### config.mk
export PLATFORM = sky130hd
export DESIGN_NAME = touch_coord_filter
export DESIGN_NICKNAME = d
export VERILOG_FILES = /design/src/rtl/touch_pkg.sv /design/src/rtl/coord_scale.sv /design/src/rtl/touch_coord_filter.sv
export SDC_FILE = /design/constraint.sdc
export NUM_CORES = 1
export LEC_CHECK = 0
export BUFFER_PORTS_ARGS = -buffer_cell sky130_fd_sc_hd__buf_2
export CAP_MARGIN = 30
export CORE_ASPECT_RATIO = 0.7
export CORE_UTILIZATION = 69
export CTS_BUF_LIST = sky130_fd_sc_hd__clkbuf_4 sky130_fd_sc_hd__clkbuf_8
export DETAILED_ROUTE_END_ITERATION = 6
export MAX_ROUTING_LAYER = met4
export PLACE_DENSITY = 0.89
export SLEW_MARGIN = 20
export SYNTH_ARGS = -nofsm -noshare
export SYNTH_HDL_FRONTEND = slang
export SYNTH_SLANG_ARGS = --single-unit
export TNS_END_PERCENT = 100
### constraint.sdc
create_clock -name iCLK -period 9.6 [get_ports iCLK]
set_input_delay 0.48 -clock iCLK [delete_from_list [all_inputs] [get_ports iCLK]]
set_output_delay 0.48 -clock iCLK [all_outputs]
set_load 0.05 [all_outputs]
### src/rtl/touch_pkg.sv
// Shared types and constants for the touch coordinate filter path.
package touch_pkg;

  localparam int ADC_W     = 12;
  localparam int PIX_X_W   = 10;
  localparam int PIX_Y_W   = 9;
  localparam int H_RES_DEF = 800;
  localparam int V_RES_DEF = 480;

  typedef enum logic [2:0] {IDLE, ACCUM, AVG, SCALE, OUT} state_e;

  typedef struct packed {
    logic [ADC_W-1:0] x;
    logic [ADC_W-1:0] y;
  } sample_t;

  // True when |a - b| exceeds thresh, using a 13-bit signed difference.
  function automatic logic outside_window(input logic [ADC_W-1:0] a,
                                          input logic [ADC_W-1:0] b,
                                          input int unsigned      thresh);
    logic signed [ADC_W:0] diff;
    logic        [ADC_W:0] mag;
    diff = $signed({1'b0, a}) - $signed({1'b0, b});
    mag  = diff[ADC_W] ? -diff : diff;
    return 32'(mag) > thresh;
  endfunction

endpackage

### src/rtl/coord_scale.sv
// Registered raw-to-pixel scaling of one axis: pix = (avg * RES) >> ADC_W.
module coord_scale
  import touch_pkg::*;
#(
  parameter int RES   = H_RES_DEF,
  parameter int OUT_W = PIX_X_W
) (
  input  logic             clk,
  input  logic             rst_n,
  input  logic             en,
  input  logic [ADC_W-1:0] avg,
  output logic [OUT_W-1:0] pix
);

  localparam int                PROD_W = ADC_W + OUT_W;
  localparam logic [PROD_W-1:0] RES_K  = PROD_W'(RES);

  logic [OUT_W-1:0] pix_d, pix_q;

  always_comb begin
    pix_d = pix_q;
    if (en) pix_d = OUT_W'((PROD_W'(avg) * RES_K) >> ADC_W);
  end

  always_ff @(posedge clk or negedge rst_n) begin
    if (!rst_n) pix_q <= '0;
    else        pix_q <= pix_d;
  end

  assign pix = pix_q;

endmodule

### src/rtl/touch_coord_filter.sv
// Outlier-rejecting block averager for raw touch samples, scaled to panel
// pixels, with pen-up detection after a run of IRQ-low cycles.
module touch_coord_filter
  import touch_pkg::*;
#(
  parameter int N_LOG2      = 2,
  parameter int THRESH      = 64,
  parameter int RELEASE_CYC = 1000,
  parameter int H_RES       = H_RES_DEF,
  parameter int V_RES       = V_RES_DEF
) (
  input  logic               iCLK,
  input  logic               iRST_n,
  input  logic               iTOUCH_IRQ,
  input  logic [ADC_W-1:0]   iX_COORD,
  input  logic [ADC_W-1:0]   iY_COORD,
  input  logic               iNEW_COORD,
  output logic [PIX_X_W-1:0] oX_PIX,
  output logic [PIX_Y_W-1:0] oY_PIX,
  output logic               oNEW_COORD,
  output logic               oTOUCH_VALID,
  output logic               oRELEASE,
  output logic [7:0]         oREJECT_CNT
);

  localparam int               ACC_W   = ADC_W + N_LOG2;
  localparam int               CNT_W   = N_LOG2 + 1;
  localparam int               REL_W   = $clog2(RELEASE_CYC + 1);
  localparam logic [CNT_W-1:0] SAMPLES = CNT_W'(1 << N_LOG2);
  localparam logic [REL_W-1:0] REL_MAX = REL_W'(RELEASE_CYC);

  state_e           state_d, state_q;
  logic [ACC_W-1:0] acc_x_d, acc_x_q, acc_y_d, acc_y_q;
  logic [CNT_W-1:0] cnt_d, cnt_q;
  sample_t          ref_d, ref_q, avg_d, avg_q;
  logic [7:0]       rej_d, rej_q;
  logic [REL_W-1:0] rel_cnt_d, rel_cnt_q;
  logic             new_coord_d, new_coord_q;
  logic             valid_d, valid_q;
  logic             rel_pulse_d, rel_pulse_q;
  logic             scale_en;

  sample_t smp;
  logic    accept, outlier, rel_fire;

  assign smp      = {iX_COORD, iY_COORD};
  assign accept   = iNEW_COORD & iTOUCH_IRQ;
  assign outlier  = outside_window(smp.x, ref_q.x, THRESH) |
                    outside_window(smp.y, ref_q.y, THRESH);
  assign rel_fire = !iTOUCH_IRQ && (rel_cnt_q == REL_MAX - 1'b1);

  // NOTE: every signal gets its hold value first so no path through this
  // block leaves one unassigned, which would otherwise infer a latch.
  always_comb begin
    state_d     = state_q;
    acc_x_d     = acc_x_q;
    acc_y_d     = acc_y_q;
    cnt_d       = cnt_q;
    ref_d       = ref_q;
    avg_d       = avg_q;
    rej_d       = rej_q;
    rel_cnt_d   = rel_cnt_q;
    valid_d     = valid_q;
    new_coord_d = 1'b0;
    rel_pulse_d = 1'b0;
    scale_en    = 1'b0;

    if (iTOUCH_IRQ)                rel_cnt_d = '0;
    else if (rel_cnt_q != REL_MAX) rel_cnt_d = rel_cnt_q + 1'b1;

    case (state_q)
      IDLE: if (accept) begin
        ref_d   = smp;
        acc_x_d = ACC_W'(smp.x);
        acc_y_d = ACC_W'(smp.y);
        cnt_d   = CNT_W'(1);
        state_d = ACCUM;
      end
      ACCUM: if (accept) begin
        if (outlier) begin
          ref_d   = smp;
          acc_x_d = ACC_W'(smp.x);
          acc_y_d = ACC_W'(smp.y);
          cnt_d   = CNT_W'(1);
          if (rej_q != 8'hFF) rej_d = rej_q + 8'd1;
        end else begin
          acc_x_d = acc_x_q + ACC_W'(smp.x);
          acc_y_d = acc_y_q + ACC_W'(smp.y);
          cnt_d   = cnt_q + 1'b1;
          if (cnt_d == SAMPLES) state_d = AVG;
        end
      end
      AVG: begin
        avg_d.x = ADC_W'(acc_x_q >> N_LOG2);
        avg_d.y = ADC_W'(acc_y_q >> N_LOG2);
        state_d = SCALE;
      end
      SCALE: begin
        scale_en    = 1'b1;
        new_coord_d = 1'b1;
        valid_d     = 1'b1;
        state_d     = OUT;
      end
      OUT: begin
        acc_x_d = '0;
        acc_y_d = '0;
        cnt_d   = '0;
        state_d = IDLE;
      end
      default: state_d = IDLE;
    endcase

    // Pen-up wins over a strobe that would otherwise land in the same cycle;
    // the scaler is held too so the pixels never change without a strobe.
    if (rel_fire) begin
      rel_pulse_d = 1'b1;
      valid_d     = 1'b0;
      new_coord_d = 1'b0;
      scale_en    = 1'b0;
      acc_x_d     = '0;
      acc_y_d     = '0;
      cnt_d       = '0;
      state_d     = IDLE;
    end
  end

  // NOTE: state registers use non-blocking assignments so every flop samples
  // the pre-edge values regardless of statement order.
  always_ff @(posedge iCLK or negedge iRST_n) begin
    if (!iRST_n) begin
      state_q     <= IDLE;
      acc_x_q     <= '0;
      acc_y_q     <= '0;
      cnt_q       <= '0;
      ref_q       <= '0;
      avg_q       <= '0;
      rej_q       <= '0;
      rel_cnt_q   <= '0;
      new_coord_q <= 1'b0;
      valid_q     <= 1'b0;
      rel_pulse_q <= 1'b0;
    end else begin
      state_q     <= state_d;
      acc_x_q     <= acc_x_d;
      acc_y_q     <= acc_y_d;
      cnt_q       <= cnt_d;
      ref_q       <= ref_d;
      avg_q       <= avg_d;
      rej_q       <= rej_d;
      rel_cnt_q   <= rel_cnt_d;
      new_coord_q <= new_coord_d;
      valid_q     <= valid_d;
      rel_pulse_q <= rel_pulse_d;
    end
  end

  coord_scale #(.RES(H_RES), .OUT_W(PIX_X_W)) u_scale_x (
    .clk   (iCLK),
    .rst_n (iRST_n),
    .en    (scale_en),
    .avg   (avg_q.x),
    .pix   (oX_PIX)
  );

  coord_scale #(.RES(V_RES), .OUT_W(PIX_Y_W)) u_scale_y (
    .clk   (iCLK),
    .rst_n (iRST_n),
    .en    (scale_en),
    .avg   (avg_q.y),
    .pix   (oY_PIX)
  );

  assign oNEW_COORD   = new_coord_q;
  assign oTOUCH_VALID = valid_q;
  assign oRELEASE     = rel_pulse_q;
  assign oREJECT_CNT  = rej_q;

endmodule

**Word level (Yosys, flattened, before mapping)**

Cells that the tools add are included.

- Bitwise gates (word level): 2
- Multiply operators: 2
- Reduce and logical (&&, ||, !) cells: 11
- Add/sub/neg operators: 9
- Equality and inequality tests: 15
- $lt $le $gt $ge: 2
- Multiplexer cells: 33

Operators with widths:

| cell | count |
|---|---|
| two-way mux 14 bit | 8 |
| case mux 14 bit (3 select lines) | 2 |
| two-way mux 24 bit | 3 |
| case mux 24 bit (2 select lines) | 1 |
| adder 14 x 12 -> 14 bit | 2 |
| greater-than comparator 13 x 7 -> 1 bit, second input constant | 2 |
| two-way mux 13 bit | 2 |
| negation 13 bit | 2 |
| subtractor 12 x 12 -> 13 bit | 2 |
| two-way mux 3 bit | 8 |
| two-way mux 10 bit | 2 |
| multiplier 12 x 5 -> 17 bit, second input constant | 1 |
| multiplier 12 x 4 -> 16 bit, second input constant | 1 |
| inequality test 3 bit, second input constant | 4 |
| case mux 3 bit (4 select lines) | 1 |
| AND reduction 4 bit | 3 |
| adder 10 x 1 -> 10 bit, second input constant | 1 |
| equality test 10 bit, second input constant | 1 |
| inequality test 10 bit, second input constant | 1 |
| case mux 3 bit (3 select lines) | 1 |
| adder 8 x 1 -> 8 bit, second input constant | 1 |
| inequality test 8 bit, second input constant | 1 |
| equality test 3 x 2 -> 1 bit, second input constant | 2 |
| equality test 3 bit, second input constant | 2 |
| other kinds (12) | 20 |

- Register bits after elaboration: 122
- Output and inout bits: 30
- Logic and storage cells: 89

**Longest topological paths before layout**

Gate-level depths: netlist of run 1.

- Word-level depth: 9
- Gate-level depth with buffers: 16

**By module**

A second synthesis of run 1 with hierarchy kept.

- Cell total of the unflattened synthesis: 1087
- Area total of the unflattened synthesis: 10229.8 µm²

By module, submodules not included:

| module | area an instance (µm²) | instances | sequential area each (µm²) | cells each |
|---|---|---|---|---|
| touch_coord_filter | 7363.3 | 1 | 2577.5 | 803 |
| coord_scale (u_scale_y) | 1456.4 | 1 | 225.2 | 152 |
| coord_scale (u_scale_x) | 1410.1 | 1 | 250.2 | 132 |

**Worst setup path after synthesis of run 1**

No wires, ideal clock.

- Kind: input-to-reg
- From: input iX_COORD[0]
- To: register acc_x_q[11]
- Data arrival time: 3.972 ns
- Path slack: 5.502 ns
- Cell stages on the path: 15
- Path through: inv_1 ha_1 fa_1 nand2b_1 a21oi_1 mux2i_1 or2_2 or3b_1 o311ai_1 nand4_1 or4b_4 nor4_4 nor2_2 buf_6 a221o_1

- Longest elaborated chain between the ends: 9
- Elaborated cells between the ends (all ways): 10
- Classes of those cells: add/sub: 3; order compare: 1; mux: 5; bitwise: 1

Ends and longest elaborated chain:

| item | RTL line | text |
|---|---|---|
| start, declared | touch_coord_filter.sv:15 | `input logic [ADC_W-1:0] iX_COORD,` |
| subtractor 12 x 12 -> 13 bit | touch_pkg.sv:23 | `diff = $signed({1'b0, a}) - $signed({1'b0, b});` |
| negation 13 bit | touch_pkg.sv:24 | `mag = diff[ADC_W] ? -diff : diff;` |
| two-way mux 13 bit | touch_pkg.sv:24 |  |
| greater-than comparator 13 x 7 -> 1 bit | touch_pkg.sv:25 | `return 32'(mag) > thresh;` |
| bitwise OR 1 bit | touch_coord_filter.sv:48 | `assign outlier = outside_window(smp.x, ref_q.x, THRESH) \|` |
| two-way mux 14 bit * | touch_coord_filter.sv:80 | `if (outlier) begin` |
| two-way mux 14 bit * | touch_coord_filter.sv:79 | `ACCUM: if (accept) begin` |
| case mux 14 bit (3 select lines) * | touch_coord_filter.sv:71 | `case (state_q)` |
| two-way mux 14 bit * | touch_coord_filter.sv:115 | `if (rel_fire) begin` |
| end signal, assigned | touch_coord_filter.sv:132 | `acc_x_q <= '0;` |
| end signal, assigned | touch_coord_filter.sv:144 | `acc_x_q <= acc_x_d;` |
| end, declared | touch_coord_filter.sv:33 | `logic [ACC_W-1:0] acc_x_d, acc_x_q, acc_y_d, acc_y_q;` |

Mark *: on every way between the ends. The rest lies on a longest branch, timed or not. The select of a mux whose other input is x is not followed.
A chain may end at the register's enable or synchronous reset.

**Worst setup path in the final report of run 1**

- From: register ref_q[0] (netlist name)
- To: register acc_y_q[13]

- Longest elaborated chain between the ends: 9

Ends and longest elaborated chain:

| item | RTL line | text |
|---|---|---|
| start, declared | touch_coord_filter.sv:35 | `sample_t ref_d, ref_q, avg_d, avg_q;` |
| start signal, assigned | touch_coord_filter.sv:147 | `ref_q <= ref_d;` |
| subtractor 12 x 12 -> 13 bit * | touch_pkg.sv:23 |  |
| negation 13 bit | touch_pkg.sv:24 |  |
| two-way mux 13 bit * | touch_pkg.sv:24 |  |
| greater-than comparator 13 x 7 -> 1 bit * | touch_pkg.sv:25 |  |
| bitwise OR 1 bit * | touch_coord_filter.sv:48 |  |
| two-way mux 14 bit * | touch_coord_filter.sv:80 |  |
| two-way mux 14 bit * | touch_coord_filter.sv:79 |  |
| case mux 14 bit (3 select lines) * | touch_coord_filter.sv:71 |  |
| two-way mux 14 bit * | touch_coord_filter.sv:115 |  |
| end signal, assigned | touch_coord_filter.sv:145 | `acc_y_q <= acc_y_d;` |
| end, declared | touch_coord_filter.sv:33 |  |

Marked as above.

==> results of run 1 <==
-- how the worst min path moves through the flow --
stage                                             from                           end  slack, ns
after floorplan                                 iRST_n        acc_x_q[0]$_DFFE_PN0P_       0.18
after global placement    u_scale_y.pix[3]$_DFFE_PN0P_  u_scale_y.pix[3]$_DFFE_PN0P_       0.46
after detailed placement  u_scale_x.pix[5]$_DFFE_PN0P_  u_scale_x.pix[5]$_DFFE_PN0P_       0.47
after CTS                                       iRST_n          avg_q[0]$_DFFE_PN0N_       0.06
after global routing                            iRST_n          avg_q[0]$_DFFE_PN0N_       0.09
final                                           iRST_n          avg_q[0]$_DFFE_PN0N_       0.03
-- synth_stat cells, types with 5 or more instances --
| master | instances |
|---|---|
| sky130_fd_sc_hd__mux2_2 | 20 |
| sky130_fd_sc_hd__a21oi_1 | 46 |
| sky130_fd_sc_hd__o31ai_1 | 6 |
| sky130_fd_sc_hd__ha_1 | 112 |
| sky130_fd_sc_hd__mux2i_1 | 8 |
| sky130_fd_sc_hd__clkbuf_1 | 24 |
| sky130_fd_sc_hd__a211oi_1 | 5 |
| sky130_fd_sc_hd__dfrtp_1 | 122 |
| sky130_fd_sc_hd__a31oi_1 | 8 |
| sky130_fd_sc_hd__o211ai_1 | 18 |
| sky130_fd_sc_hd__nor2b_1 | 7 |
| sky130_fd_sc_hd__and3_1 | 16 |
| sky130_fd_sc_hd__nor2_1 | 63 |
| sky130_fd_sc_hd__xor2_1 | 38 |
| sky130_fd_sc_hd__o22ai_1 | 23 |
| sky130_fd_sc_hd__o21a_1 | 6 |
| sky130_fd_sc_hd__fa_1 | 30 |
| sky130_fd_sc_hd__nand4_1 | 9 |
| sky130_fd_sc_hd__a21o_1 | 26 |
| sky130_fd_sc_hd__a221o_1 | 12 |
| sky130_fd_sc_hd__o21bai_1 | 5 |
| sky130_fd_sc_hd__or3_1 | 6 |
| sky130_fd_sc_hd__o21ai_0 | 51 |
| sky130_fd_sc_hd__inv_1 | 90 |
| sky130_fd_sc_hd__nand2_1 | 101 |
| sky130_fd_sc_hd__nand2b_1 | 6 |
| sky130_fd_sc_hd__or2_2 | 8 |
| sky130_fd_sc_hd__xnor2_1 | 29 |
| sky130_fd_sc_hd__nand3_1 | 35 |
| sky130_fd_sc_hd__nor3_1 | 18 |
-- report_power, final --
group          total, W  internal [W]  switching [W]  leakage, nW
clock          0.000474      0.000259       0.000215        0.200
sequential     0.000611      0.000564      0.0000466         1.59
combinational  0.000653      0.000255       0.000397         3.54
total           0.00174       0.00108       0.000659         5.32
-- per-layer routing --
| metal | vias up | GRT usage | part of all wire |
|---|---|---|---|
| met5 | - | - | 0 |
| met4 | 0 | 0.120 | 0.026 |
| met3 | 66 | 0.0565 | 0.066 |
| met2 | 306 | 0.522 | 0.48 |
| met1 | 3802 | 0.427 | 0.43 |
| li1 | 3757 | - | - |
-- sequential cells by signal (all words and copies together), names as in the netlist --
register       flops
cnt_q              3
oTOUCH_VALID       1
acc_y_q           14
rel_cnt_q         10
avg_q             24
oNEW_COORD         1
acc_x_q           14
oREJECT_CNT        8
ref_q             24
u_scale_y.pix      9
oRELEASE           1
u_scale_x.pix     10
state_q            3
-- layout make-up --
type | count | area (µm²) | area share
multi-input combinational | 780 | 6030 | 0.579
sequential | 122 | 3050 | 0.293
timing repair buffer | 66 | 373 | 0.0358
inverter | 90 | 338 | 0.0325
clock buffer | 19 | 255 | 0.0245
tap | 185 | 231 | 0.0222
clock inverter | 10 | 128 | 0.0123
-- metrics by stage --
step | utilization | cells | setup slack, ns | total power (W)
2_1_floorplan | - | 1025 | 5.50 | 0.00111
4_1_cts | 0.779 | 1270 | 4.80 | 0.00173
3_3_place_gp | 0.750 | 1241 | 4.85 | 0.00122
3_5_place_dp | 0.750 | 1241 | 4.55 | 0.00126
6_report | 0.782 | 1272 | 4.73 | 0.00174
5_1_grt | 0.782 | 1272 | 4.39 | 0.00183
-- cell families (layout without fill, tap and decap cells) --
logic type,Yosys count,after routing,share of synthesized area
mux,29,29,0.0331
compound gates,243,243,0.172
flops,122,122,0.319
buf+inv,123,185,0.0508
simple gates,299,299,0.153
xor+xnor,67,67,0.0614
fa+ha+maj,142,142,0.209
-- worst reg2reg max path: stages (launching register included) --
cell and delay [ns]:
sky130_fd_sc_hd__dfrtp_1 0.38, sky130_fd_sc_hd__ha_1 0.22, sky130_fd_sc_hd__fa_1 0.42, sky130_fd_sc_hd__nand2b_1 0.19
sky130_fd_sc_hd__a211oi_1 0.47, sky130_fd_sc_hd__o21ai_0 0.29, sky130_fd_sc_hd__xor2_1 0.41, sky130_fd_sc_hd__nand4_1 0.19
sky130_fd_sc_hd__or3_1 0.41, sky130_fd_sc_hd__a211oi_1 0.27, sky130_fd_sc_hd__o31ai_1 0.19, sky130_fd_sc_hd__nor4_4 0.21
sky130_fd_sc_hd__buf_4 0.59, sky130_fd_sc_hd__nand2_1 0.18, sky130_fd_sc_hd__o311ai_1 0.34
==> flow_results.org, run 1 <==
** Detailed routing
- Routed length per placed instance :: 17.0 µm
- Residual DRC count :: 0
- Number of nets with antenna violations after routing :: 0
- Post-DR vias/cell :: 6.24
- Drt total wl :: 21.7 mm
- Across all layers, the routed design uses 7931 vias.
- After the first detailed-routing iteration, the DRC count stood at 616.
- First-pass iteration count of the detailed router :: 7

** Setup path
- The worst setup path is of the register to register kind.
- Required time of the critical path :: 9.93 ns
- Counting both buffers and inverters, the worst setup path holds a total of 1.
- Number of gates on the worst path with buffers counted :: 14
- Worst setup slack for register-to-register paths :: 4.73 ns
- CP max stage delay :: 0.59 ns
- Length in cells of the worst reg-to-reg path :: 14
- Along the worst path, the maximum fanout reaches 65.
- Cell repeated most along the worst path :: sky130_fd_sc_hd__a211oi_1
- The slowest stage of the critical path is the sky130_fd_sc_hd__buf_4 cell.
- The most critical setup path has its endpoint at acc_y_q[13]$_DFFE_PN0P_.
- Critical Path, Cell by Cell :: ha_1 -> fa_1 -> nand2b_1 -> a211oi_1 -> o21ai_0 -> xor2_1 -> nand4_1 -> or3_1 -> a211oi_1 -> o31ai_1 -> nor4_4 -> buf_4 -> nand2_1 -> o311ai_1
- The worst setup path is captured at a register.
- The most critical setup path has its startpoint at ref_q[0]$_DFFE_PN0P_.
- Cell family with the largest share of critical-path delay :: compound AO/OA/AOI/OAI gates
- The worst setup path is launched from a register.
- Reg2reg start :: ref_q[0]$_DFFE_PN0P_
- FF-to-FF End :: acc_y_q[13]$_DFFE_PN0P_
- Data arrival time of the critical path :: 5.20 ns

** Clocking
- TritonCTS built the clock tree.
- Clock slew at the register clock pins of the worst setup and hold paths :: 0.07 ns
- H-tree level count :: 4
- Buffers inserted during post-CTS setup optimization :: 0
- Number of buffers added to fix hold violations after cts :: 0
- Number of buffers added by the clock tree synthesis step :: 17
- The later pin in the worst-skew pair is clocked with a latency of 0.46 ns.
- Buffer type at the clock tree root :: sky130_fd_sc_hd__clkbuf_8
- TritonCTS Sinks :: 122
- Number of cells upsized or downsized after cts :: 0
- The clock passes through at most 2 buffers.

** Yosys
- Summing every instance area after synthesis gives 0.00956 mm².
- After synthesis, the mean cell area works out to 9.32 µm².
- When the netlist entered floorplanning its net count stood at 1195.
- Portion of the post-synthesis area used by sequential elements :: 0.319
- Post-Syn Instances :: 1025
- Flip-flop and latch count after synthesis :: 122
- For this run, the leading register cell type out of synthesis is sky130_fd_sc_hd__dfrtp_1.
- By area the synthesized netlist is led by sky130_fd_sc_hd__dfrtp_1 32%, sky130_fd_sc_hd__ha_1 15%, sky130_fd_sc_hd__fa_1 6.3%.
- After synthesis, the share of flip-flops with an asynchronous set or reset is 1.00.
- Yosys mapped the design onto 77 distinct sky130hd cell types.
- Largest area contributor in the netlist :: sky130_fd_sc_hd__dfrtp_1
- The Yosys step of the flow raised 0 warnings.
- Portion of synthesized cell area occupied by the leading cell type :: 0.319
- Yosys mapped a number of flops with a built-in enable equal to 0.

** Floorplan
- Vertical die dimension :: 100 µm
- Initial Util :: 0.718
- DIE WIDTH :: 143 µm
- The floorplan step defined a die boundary enclosing 0.0143 mm².
- Core Footprint :: 0.0133 mm²
- 58 I/O pins were placed.
- The initialized floorplan defines 35 standard-cell rows.

** Layout
- The area growth from synthesis to layout is 8.89%.
- In the layout the commonest cells are 122 x sky130_fd_sc_hd__dfrtp_1, 112 x sky130_fd_sc_hd__ha_1, 101 x sky130_fd_sc_hd__nand2_1.
- Summing all non-filler instances in the final layout gives an area of 0.0104 mm².
- Fraction of final layout cells sized beyond drive strength 1 :: 0.127
- In the final design database the tool counted 1247 nets.
- The layout has 915 filler cells.
- The library cell used most frequently in the layout, excluding fill and tap cells, is sky130_fd_sc_hd__dfrtp_1.
- The number of antenna diodes in the final layout is 0.

** STA
- Highest clock frequency the design can meet :: 205 MHz
- The worst pin sits at a relative slew slack of 0.422.
- Setup violations remaining at the end of the flow were counted as 0.
- Share of the clock period used by the worst path :: 0.508
- The worst path in the final design needs a cycle of 4.87 ns, including I/O delays and setup.
- Final worst hold slack :: 0.0342 ns
- For the pin with the worst max-slew slack, the measured transition is 0.859 ns.
- The final-report max-slew violation count is 0.
- The clock arrives with 0.0144 ns of skew.
- Adding up every negative setup slack in the final design gives 0 ns.
- The hold violation count in the final report was 0.
- Setup repair after global routing left no endpoint under its margin.

** GRT
- The via count of the first global-routing pass came to 7703.
- Total GRT Usage :: 0.329
- Overflow after GRT :: 0
- Maximum number of pins on one net before global-route repair :: 75
- The first global-routing pass estimated 36.1 mm of wire.
- Number of antenna violations at the first check in global routing :: 0

** Power and ir drop
- Pleak :: 5.32 nW
- IR analysis of the VDD net gives a maximum drop of 0.146 mV.
- Dividing total power by cell area gives a power density of 167 mW/mm².

** Placement
- HPWL reported at the end of detailed placement :: 15.6 mm
- Routability congestion estimate :: 0.861
- Number of buffers inserted by port buffering :: 57
- In this run the cell area measured after placement is 0.00999 mm².

** Worst hold path
- Worst hold-check path type :: input pin to async pin

** Run
- Number of max-capacitance violations reported :: 0

** Run status
- Status :: finished clean
Note: power is estimated with default switching activity, not from simulation.
==> run 2, diff against run 1 <==
- ABC_AREA: default -> 1
- CORE_UTILIZATION: 69 -> 64
- PLACE_DENSITY: 0.89 -> 0.83
- clock period: 9.6 -> 4.6 ns (I/O delays scaled with it)
==> run 2 against run 1 <==
  * Power rose to 5.4 times the previous value
  * Worst hold slack worse by 0.016 ns
  * First-iteration DRC count up 21%
  * Sequential share of layout area down 3.0 points
  * Sequential power rose to 3.1 times the previous value
  * Critical path depth up 8
  * Combinational power rose to 9.9 times the previous value
  * Via count up 23%
  * Setup slack worse by 3.9 ns
  * Synthesized area up 11%
  * Core utilization down 5.0 points
  * Sequential cell count unchanged
==> flow_results.org, run 2 <==
** GRT
- The largest net degree at the start of global routing was 54 (was 75).
- Global-route wire length before repair :: 41.6 mm (was 36.1 mm)
- The total routing usage reported by global routing was 0.310 (was 0.329).
- The initial antenna violation count is 0 (unchanged).
- The remaining global-route overflow was 0 (unchanged).
- The via count of the first global-routing pass is 9048 (was 7703).

** Yosys
- Xor and xnor fraction of the mapped netlist area :: 0.0305 (was 0.0614)
- Commonest cells in the synthesized netlist: 486 x sky130_fd_sc_hd__nand2_1, 222 x sky130_fd_sc_hd__inv_1, 129 x sky130_fd_sc_hd__nand3_1 (was 122 x sky130_fd_sc_hd__dfrtp_1, 112 x sky130_fd_sc_hd__ha_1, 101 x sky130_fd_sc_hd__nand2_1).
- Post-synth net total :: 1682 (was 1195)
- Compound-cell area share of the yosys netlist :: 0.0880 (was 0.172)
- The proportion of synthesized chip area in sequential cells came to 0.288 (was 0.319).
- The simple-gate share of the synthesized area came to 0.309 (was 0.153).
- Portion of synthesized cell area occupied by the leading cell type :: 0.288 (was 0.319)
- The async set or reset register ratio after synthesis came to 1.00 (unchanged).
- The main combinational cell family by area after synthesis is simple AND/OR/NAND/NOR gates (was adder cells).
- The adder-cell area share of the yosys netlist was 0.189 (was 0.209).
- The warning count from the yosys run was 0 (unchanged).
- The number of synthesized flops with an enable pin was 0 (unchanged).
- Number of distinct library cell variants in the gate-level netlist after synthesis :: 39 (was 77)
- Post-Syn Instances :: 1512 (was 1025)
- Combined area of all synthesized cells :: 0.0106 mm² (was 0.00956 mm²)
- The multiplexer area fraction after synthesis was 0 (was 0.0331).
- Most frequent cell after synthesis :: sky130_fd_sc_hd__nand2_1 (was sky130_fd_sc_hd__dfrtp_1)
- Largest area contributor in the netlist :: sky130_fd_sc_hd__dfrtp_1 (unchanged)
- The dominant register cell in the synthesized netlist was sky130_fd_sc_hd__dfrtp_1 (unchanged).
- Top area cells in the synthesized netlist: sky130_fd_sc_hd__dfrtp_1 29%, sky130_fd_sc_hd__nand2_1 17%, sky130_fd_sc_hd__ha_1 13% (was sky130_fd_sc_hd__dfrtp_1 32%, sky130_fd_sc_hd__ha_1 15%, sky130_fd_sc_hd__fa_1 6.3%).
- The synthesized area per cell is 7.02 µm² (was 9.32 µm²).
- The number of register bits inferred by synthesis is 122 (unchanged).

** STA
- Final worst hold slack :: 0.0184 ns (was 0.0342 ns)
- Slew at the pin with the worst max-slew slack :: 0.893 ns (was 0.859 ns)
- The fraction of the cycle the final worst path needs was 0.814 (was 0.508).
- The final-report max-slew violation count came to 0 (unchanged).
- The final critical-path required period came to 3.75 ns (was 4.87 ns).
- The accumulated negative setup slack is 0 ns (unchanged).
- Final Skew :: 0.0154 ns (was 0.0144 ns)
- Worst slew slack as a fraction of its limit :: 0.404 (was 0.422)
- The number of setup violations in the final report was 0 (unchanged).
- The hold violation count in the final report was 0 (unchanged).
- RSZ-0062 raised after global routing: no (unchanged).
- The achievable clock frequency is 267 MHz (was 205 MHz).

** Setup path
- The type of element launching the critical path was a register (unchanged).
- The critical path's largest stage delay is 0.59 ns (about the same).
- Critical Path, Cell by Cell :: ha_1 -> fa_1 -> inv_1 -> nand2_1 -> nand2_1 -> nand2_1 -> nor2_1 -> nor2_1 -> inv_1 -> nor2_1 -> nand2_1 -> nand2_1 -> nand2_1 -> nand2_1 -> inv_1 -> nand3_1 -> nor2_4 -> nand2_2 -> buf_4 -> nand3_2 -> o21ai_0 -> nand2_1 (was ha_1 -> fa_1 -> nand2b_1 -> a211oi_1 -> o21ai_0 -> xor2_1 -> nand4_1 -> or3_1 -> a211oi_1 -> o31ai_1 -> nor4_4 -> buf_4 -> nand2_1 -> o311ai_1)
- Crit Path Class :: register to register (unchanged)
- The cell at the slowest stage of the critical path is sky130_fd_sc_hd__nor2_1 (was sky130_fd_sc_hd__buf_4).
- The cell count of the worst reg-to-reg path was 22 (was 14).
- The required time of the critical path was 4.92 ns (was 9.93 ns).
- The category of the worst setup path capture point is a register (unchanged).
- The launch point of the critical path was ref_q[0]$_DFFE_PN0P_ (unchanged).
- Cell repeated most along the worst path :: sky130_fd_sc_hd__nand2_1 (was sky130_fd_sc_hd__a211oi_1)
- The reg-to-reg startpoint was ref_q[0]$_DFFE_PN0P_ (unchanged).
- Biggest fanout along the worst timing path :: 30 (was 65)
- Data arrival time of the critical path :: 4.06 ns (was 5.20 ns)

** Clocking
- Buffer levels on the longest clock path :: 2 (unchanged)
- The number of buffers created by CTS came to 17 (unchanged).
- The number of hold buffers added after cts is 1 (was 0).
- Buffers inserted during post-CTS setup optimization :: 0 (unchanged)
- The master cell of the clock root buffer is sky130_fd_sc_hd__clkbuf_8 (unchanged).
- The post-cts repair resize count is 0 (unchanged).
- The number of H-tree levels is 4 (unchanged).
- The CTS tree was done (unchanged).
- TritonCTS Sinks :: 122 (unchanged)
- Clock Latency Late Sink :: 0.44 ns (was 0.46 ns)
- Clock slew at the register clock pins of the worst setup and hold paths :: 0.08 ns (was 0.07 ns)

** Detailed routing
- Count of vias placed by the detailed router :: 9716 (was 7931)
- The wire length reported by the detailed router was 24.2 mm (was 21.7 mm).
- First-pass iteration count of the detailed router :: 7 (unchanged)
- Number of nets with antenna violations after routing :: 0 (unchanged)
- The number of remaining DRC errors was 0 (unchanged).
- The post-detailed-route wirelength per cell is 13.4 µm (was 17.0 µm).
- Iteration-0 DRC count of the detailed router :: 745 (was 616)
- Post-DR vias/cell :: 5.39 (was 6.24)

** Layout
- The number of nets at the end of the flow came to 1739 (was 1247).
- Number of antenna repair diodes :: 0 (unchanged)
- The utilization of the core after routing came to 0.731 (was 0.782).
- The final-layout fill cell count is 1290 (was 915).
- Registers with the highest flip-flop counts: avg_q: 24 flops, ref_q: 24 flops (unchanged).
- Fraction of final layout cells sized beyond drive strength 1 :: 0.0860 (was 0.127)
- The post-synthesis to final-layout area growth was 9.06% (was 8.89%).
- Highest-count cells in the layout ignoring fill and taps: 486 x sky130_fd_sc_hd__nand2_1, 222 x sky130_fd_sc_hd__inv_1, 129 x sky130_fd_sc_hd__nand3_1 (was 122 x sky130_fd_sc_hd__dfrtp_1, 112 x sky130_fd_sc_hd__ha_1, 101 x sky130_fd_sc_hd__nand2_1).
- The most common library cell in the layout ignoring fill and taps is sky130_fd_sc_hd__nand2_1 (was sky130_fd_sc_hd__dfrtp_1).

** Worst hold path
- The startpoint identified for the worst hold timing path is iTOUCH_IRQ.
- Number of cells on the worst hold path :: 2
- Worst hold-check path type :: input pin to register (was input pin to async pin)

** Placement
- Number of buffers inserted by port buffering :: 57 (unchanged)
- The placed wire-length estimate was 18.4 mm (was 15.6 mm).
- The global placement routability congestion is 0.918 (was 0.861).

** Power and ir drop
- Flop pwr share :: 0.202 (was 0.352)
- Int Power :: 0.00447 W (was 0.00108 W)
- Clock Power Share :: 0.115 (was 0.273)
- The leakage power figure came to 6.45 nW (was 5.32 nW).
- The power density over cell area is 816 mW/mm² (was 167 mW/mm²).
- The switching power total is 0.00498 W (was 0.000659 W).
- The peak ir drop on the vdd network came to 0.556 mV (was 0.146 mV).
- Power consumption :: 0.00945 W (was 0.00174 W)
- The combinational share of power was 0.682 (was 0.376).
- Switching share of total power :: 0.527 (was 0.379)

** Floorplan
- The top-level port count is 58 (unchanged).
- The area of the die was 0.0171 mm² (was 0.0143 mm²).
- Vertical die dimension :: 110 µm (was 100 µm)
- DIE WIDTH :: 156 µm (was 143 µm)
- Initial Util :: 0.671 (was 0.718)
- Core Footprint :: 0.0158 mm² (was 0.0133 mm²)
- The row count came to 38 (was 35).

** Run status
- Status :: finished clean (unchanged)

** Run
- Number of max-capacitance violations reported :: 0 (unchanged)
==> run 2: cell type report <==
| type | count | area (µm²) | area share |
|---|---|---|---|
| multi-input cells | 1128 | 6560 | 0.567 |
| flip-flops and latches | 122 | 3050 | 0.264 |
| inverters | 231 | 867 | 0.0749 |
| repair buffers | 69 | 380 | 0.0328 |
| clock buffers | 21 | 277 | 0.0239 |
| well taps | 220 | 275 | 0.0238 |
| clock inverters | 11 | 168 | 0.0145 |
==> run 2: through the flow <==
stage	instances	cell area, µm²	setup slack [ns]
final	1802	11600	0.854
after global placement	1769	11100	0.928
after CTS	1802	11600	0.885
after detailed placement	1769	11100	0.858
after floorplan	1512	10600	1.28
after global routing	1802	11600	0.384
==> run 2: worst max-delay path: cells and delay by family (launching register included) <==
kind / cells / cell delay (ns)
AND/OR/NAND/NOR: 15 / 1.88
buffers and inverters: 4 / 0.70
adder cells (fa/ha/maj): 2 / 0.41
flip-flops: 1 / 0.37
AO/OA/AOI/OAI: 1 / 0.23
==> run 2: cells by family after synthesis <==
| logic type | after synthesis |
|---|---|
| and+or+nand+nor | 780 |
| xor gates and xnor gates | 37 |
| AOI/OAI and AO/OA | 169 |
| buffers and inverters | 262 |
| DFF | 122 |
| adders and majority gates | 142 |
==> run 2: power groups by stage <==
stage | clock network, W | logic, W | registers, W
after CTS | 0.00110 | 0.00643 | 0.00192
after global placement | 0 | 0.00609 | 0.00191
after floorplan | 0 | 0.00476 | 0.00215
after global routing | 0.00115 | 0.00743 | 0.00197
after detailed placement | 0 | 0.00634 | 0.00193
final | 0.00109 | 0.00645 | 0.00191
==> run 2: metal layers <==
layer	share of wire	vias to the layer above	GRT usage
met1	0.48	4465	0.421
met2	0.45	281	0.492
met5	0	-	-
met3	0.060	26	0.0438
li1	-	4944	-
met4	0.010	0	0.0763
==> run 2: final timing paths <==
kind	endpoint	slack [ns]
setup reg to reg	oREJECT_CNT[3]$_DFFE_PN0P_	0.85
max in group asynchronous	avg_q[16]$_DFFE_PN0N_	3.28
setup / recovery	oREJECT_CNT[3]$_DFFE_PN0P_	0.85
hold reg to reg	u_scale_y.pix[7]$_DFFE_PN0P_	0.48
hold / removal	rel_cnt_q[8]$_DFFE_PN0P_	0.02
min in group asynchronous	rel_cnt_q[6]$_DFFE_PN0P_	0.26
